## config.mk

```make
export PLATFORM = sky130hd
export DESIGN_NAME = vscale_htif_pcr_responder
export DESIGN_NICKNAME = d
export VERILOG_FILES = /design/src/rtl/vscale_htif_pcr_responder.sv
export SDC_FILE = /design/constraint.sdc
export NUM_CORES = 1
export LEC_CHECK = 0
export CORE_UTILIZATION = 50
export DETAILED_ROUTE_END_ITERATION = 10
export DONT_BUFFER_PORTS = 1
export HOLD_SLACK_MARGIN = 0.08
export MAX_ROUTING_LAYER = met4
export SYNTH_ARGS = -nofsm -noshare
export SYNTH_HDL_FRONTEND = slang
export SYNTH_SLANG_ARGS = --single-unit
```

## constraint.sdc

```tcl
create_clock -name clk -period 2.8 [get_ports clk]
set_clock_uncertainty 0.05 [all_clocks]
set_input_delay 0.56 -clock clk [delete_from_list [all_inputs] [get_ports clk]]
set_output_delay 0.56 -clock clk [all_outputs]
set_load 0.05 [all_outputs]
```

## src/rtl/vscale_htif_pcr_responder.sv

```systemverilog
// Host-side PCR responder: serves tohost/fromhost CSR requests from the host
// one at a time, while the core updates the same registers in any state.
module vscale_htif_pcr_responder #(
    parameter int unsigned HTIF_PCR_WIDTH = 64,
    parameter logic [11:0] ADDR_TO_HOST   = 12'h780,
    parameter logic [11:0] ADDR_FROM_HOST = 12'h781
) (
    input  logic                      clk,
    input  logic                      reset,
    input  logic                      htif_pcr_req_valid,
    output logic                      htif_pcr_req_ready,
    input  logic                      htif_pcr_req_rw,
    input  logic [11:0]               htif_pcr_req_addr,
    input  logic [HTIF_PCR_WIDTH-1:0] htif_pcr_req_data,
    output logic                      htif_pcr_resp_valid,
    input  logic                      htif_pcr_resp_ready,
    output logic [HTIF_PCR_WIDTH-1:0] htif_pcr_resp_data,
    input  logic                      core_tohost_wen,
    input  logic [31:0]               core_tohost_wdata,
    output logic [31:0]               core_tohost,
    output logic [31:0]               core_fromhost,
    input  logic                      core_fromhost_clr
);

    localparam int unsigned CSR_W = 32;

    typedef enum logic {
        IDLE = 1'b0,
        RESP = 1'b1
    } state_t;

    state_t                    state_q, state_d;
    logic [CSR_W-1:0]          tohost_q, tohost_d;
    logic [CSR_W-1:0]          fromhost_q, fromhost_d;
    logic [HTIF_PCR_WIDTH-1:0] resp_data_q, resp_data_d;
    logic                      req_hs, resp_hs;

    // Upper request bits beyond the 32-bit CSRs carry no meaning here.
    logic unused_req_data;
    assign unused_req_data = ^htif_pcr_req_data;

    assign htif_pcr_req_ready  = (state_q == IDLE);
    assign htif_pcr_resp_valid = (state_q == RESP);
    assign htif_pcr_resp_data  = resp_data_q;
    assign core_tohost         = tohost_q;
    assign core_fromhost       = fromhost_q;

    assign req_hs  = htif_pcr_req_valid  && (state_q == IDLE);
    assign resp_hs = htif_pcr_resp_ready && (state_q == RESP);

    // Next state, response capture and register side effects.
    always_comb begin
        state_d     = state_q;
        tohost_d    = tohost_q;
        fromhost_d  = fromhost_q;
        resp_data_d = resp_data_q;

        // Core clear is applied first so a same-edge host write overrides it.
        if (core_fromhost_clr) begin
            fromhost_d = '0;
        end

        case (state_q)
            IDLE: begin
                if (req_hs) begin
                    state_d = RESP;
                    if (htif_pcr_req_addr == ADDR_TO_HOST) begin
                        resp_data_d = HTIF_PCR_WIDTH'(tohost_q);
                        tohost_d    = htif_pcr_req_rw ? htif_pcr_req_data[CSR_W-1:0] : '0;
                    end else if (htif_pcr_req_addr == ADDR_FROM_HOST) begin
                        resp_data_d = HTIF_PCR_WIDTH'(fromhost_q);
                        if (htif_pcr_req_rw) begin
                            fromhost_d = htif_pcr_req_data[CSR_W-1:0];
                        end
                    end else begin
                        resp_data_d = '0;
                    end
                end
            end
            RESP: begin
                if (resp_hs) begin
                    state_d = IDLE;
                end
            end
            default: state_d = IDLE;
        endcase

        // Core write to tohost wins over any same-edge host access.
        if (core_tohost_wen) begin
            tohost_d = core_tohost_wdata;
        end
    end

    always_ff @(posedge clk or negedge reset) begin
        if (!reset) begin
            state_q     <= IDLE;
            tohost_q    <= '0;
            fromhost_q  <= '0;
            resp_data_q <= '0;
        end else begin
            state_q     <= state_d;
            tohost_q    <= tohost_d;
            fromhost_q  <= fromhost_d;
            resp_data_q <= resp_data_d;
        end
    end

endmodule

```

==> qor.yml <==
status:
  outcome: "finished, violations left"
  violations: "negative hold slack"
die:
  design.core.area_um2: 9330
  die_w_um: 100
  row_count: 35
  die_area_um2: 10100
  die_y_um: 100
  start_util_pct: 52.0
  ioPinCount: 245
pwr:
  p_clk_share_pct: 36.1
  p_int_uw: 2030
  seqPwrFrac_pct: 57.1
  power.leakage_uw: 0.00234
  switching_share_pct: 29.5
  finalPower_uw: 2880
  cellPowerDensity_nw_per_um2: 574
  comb_power_share_pct: 6.8
  peakVddDrop_v: 0.000268
  switchingPower_uw: 848
synthesis:
  syn_avg_cell_area_um2: 11.1
  postSynthCellCount: 436
  synth_warnings: 0
  synth-simple-area-share_pct: 18.3
  synth_compound_area_share_pct: 12.6
  ys_ff_latch: 97
  synthAdderAreaFrac_pct: 0
  synth-xor-area-share_pct: 0
  synthMuxAreaShare_pct: 7.40
  ys_types: 25
  synth_top_family_by_area: "simple AND/OR/NAND/NOR gates"
  syn-cell-area_um2: 4850
  ys_seq_area_share_pct: 50.0
cells_and_area:
  final_common_cell: "dfrtp_1"
  post-route-util_pct: 53.7
  drive_above_1_share_pct: 13.4
  final_cell_mix: "dfrtp_1, inv_1"
  area_delta_synth_final_pct: 3.25
  insertedDiodeCount: 0
  final_cell_area_um2: 5010
  layout.nets: 529
clock_tree:
  clockBufferDepth: 2
  path_clk_slew_ps: 110
  clk_latency_ps: 350
  cts_tree: "done"
  cts_htree_levels: 3
  numCtsBuffers: 9
  cts_resized: 0
  cts-root-buf: "clkbuf_8"
  clock-sinks: 97
  post_cts_buffers: 0
route:
  dr.pass1.iters: 4
  drc_errors: 0
  avgViaCountPerCell: 5.91
  vias: 3236
  ant_nets: 0
  finalWirelength_um: 11100
  wl_per_cell_um: 20.2
  drt_iter0_drc: 141
worst_setup_path:
  endpoint: "core_fromhost[2]$_DFF_PN0_"
  path_buf_inv: 2
  rr_startpoint: "htif_pcr_resp_valid$_DFF_PN0_"
  slowest_stage: "dfrtp_1"
  critPathKind: "flop to flop"
  cp_num_cells: 6
  r2r_end: "core_fromhost[2]$_DFF_PN0_"
  start_kind: "flop"
  cp-end-kind: "flop"
  critPathRequiredTime_ps: 2970
  crit_path_cell_trace: "nand2b_1 -> buf_4 -> nor2_1 -> and4_2 -> buf_12 -> mux2_2"
  reg2reg_slack_ps: 550
  crit_family: "simple AND/OR/NAND/NOR gates"
  crit_arrival_ps: 2430
  cp_max_fo: 32
  cp_slowest_stage_delay_ps: 580
  crit_path_start: "htif_pcr_resp_valid$_DFF_PN0_"
  worst-r2r-cell-count: 6
timing:
  fmax_ghz: 0.443
  finalWorstSetupSlack_ps: 545
  timing.hold.ws_ps: -164
  fin_crit_sh_pct: 80.5
  relSlewSlack_pct: 63.5
  final_period_minus_worst_setup_slack_ps: 2250
  tns_ps: 0
  finalHoldViolCount: 97
  final_max_slew_viol_count: 0
  worst_slew_pin_slew_ps: 547
  setup_violations: 0
  rsz0062_at_grt: "false"
placement:
  placedInstanceArea_um2: 4780
  pre_cts_slack_ps: 548
  dpl.hpwl_um: 6860
  gp_congestion: 0.754
  io_buffers: 0
worst_hold_path:
  hold_path_class: "input pin to async pin"
grt:
  grt.total_usage_pct: 22.3
  antenna_found_initial: 0
  grt_pass1_wl_um: 17000
  grt_remaining_overflow: 0
  grt_max_degree: 98
  grt_pass1_vias: 3179
run:
  drv_cap: 0
-- routing by layer --
metal | global-route usage (%) | vias to the layer above | share of wire [%]
li1 | - | 1452 | -
met1 | 29.9 | 1626 | 43
met2 | 34.5 | 149 | 47
met3 | 4.85 | 9 | 8.2
met4 | 6.35 | 0 | 0.89
met5 | - | - | 0
-- state kept, by name (all words and copies together), names as in the netlist --
| signal | count |
|---|---|
| core_fromhost | 32 |
| core_tohost | 32 |
| htif_pcr_resp_data | 32 |
| htif_pcr_resp_valid | 1 |
-- worst min-delay path by stage --
| stage | end | start | slack [ps] | depth (start not counted) |
|---|---|---|---|---|
| 2_1_floorplan | core_fromhost[0]$_DFF_PN0_ | reset | 210 | 0 |
| 3_3_place_gp | htif_pcr_resp_data[25]$_DFFE_PN0P_ | reset | 220 | 0 |
| 3_5_place_dp | htif_pcr_resp_data[25]$_DFFE_PN0P_ | reset | 220 | 0 |
| 4_1_cts | htif_pcr_resp_data[25]$_DFFE_PN0P_ | reset | -180 | 0 |
| 5_1_grt | htif_pcr_resp_data[25]$_DFFE_PN0P_ | reset | -190 | 0 |
| 6_report | htif_pcr_resp_data[25]$_DFFE_PN0P_ | reset | -160 | 0 |
-- synth_stat cells --
master     number  area share (%)
o31ai_1         1            0.15
and4_1          1            0.18
mux2i_1         1            0.21
nand2b_1        2            0.26
nor2_1          1           0.077
clkbuf_1       23             1.8
buf_4          36             5.6
nor2b_1        31             4.0
o311ai_1       32             5.8
nand4b_1       32             5.8
mux2_2         31             7.2
or4_4           1            0.23
buf_6           4            0.93
and3_1          1            0.13
nor4_4          1            0.44
o21ai_0         1            0.10
buf_2           7            0.72
a221o_1        32             6.6
conb_1          1           0.077
nor4_1          1            0.13
nand4bb_1       2            0.46
dfrtp_1        97              50
and2_1         32             4.1
nand2_1        32             2.5
inv_1          33             2.6
-- worst reg2reg max path, cell delays in order (launching register included) --
cell	delay, ps
dfrtp_1	580
nand2b_1	250
buf_4	210
nor2_1	160
and4_2	280
buf_12	230
mux2_2	370
-- metrics by stage --
step / cells / hold WS (ps)
6_report: 548 / -164
4_1_cts: 548 / -179
3_5_place_dp: 532 / 216
5_1_grt: 548 / -190
3_3_place_gp: 532 / 216
2_1_floorplan: 467 / 214
-- power groups by stage --
| stage | Combinational, uW | Clock (uW) | Sequential (uW) |
|---|---|---|---|
| after floorplan | 237 | 0 | 1660 |
| after global placement | 192 | 0 | 1670 |
| after detailed placement | 196 | 0 | 1670 |
| after CTS | 196 | 1070 | 1640 |
| after global routing | 213 | 1140 | 1650 |
| final | 196 | 1040 | 1640 |
-- cells by family after synthesis --
family                 after synthesis
and+or+nand+nor                    137
buffers and inverters              103
DFF                                 97
AOI/OAI and AO/OA                   66
muxes                               32
other                                1
-- final cells by class --
class	count	area, um2
repair buffers	6	82.6
flip-flops and latches	97	2430
fillers	846	4320
inverters	33	124
well taps	129	161
multi-input cells	267	1980
clock buffers	10	138
clock inverters	6	95.1
Power figures use the tool's default switching activity.
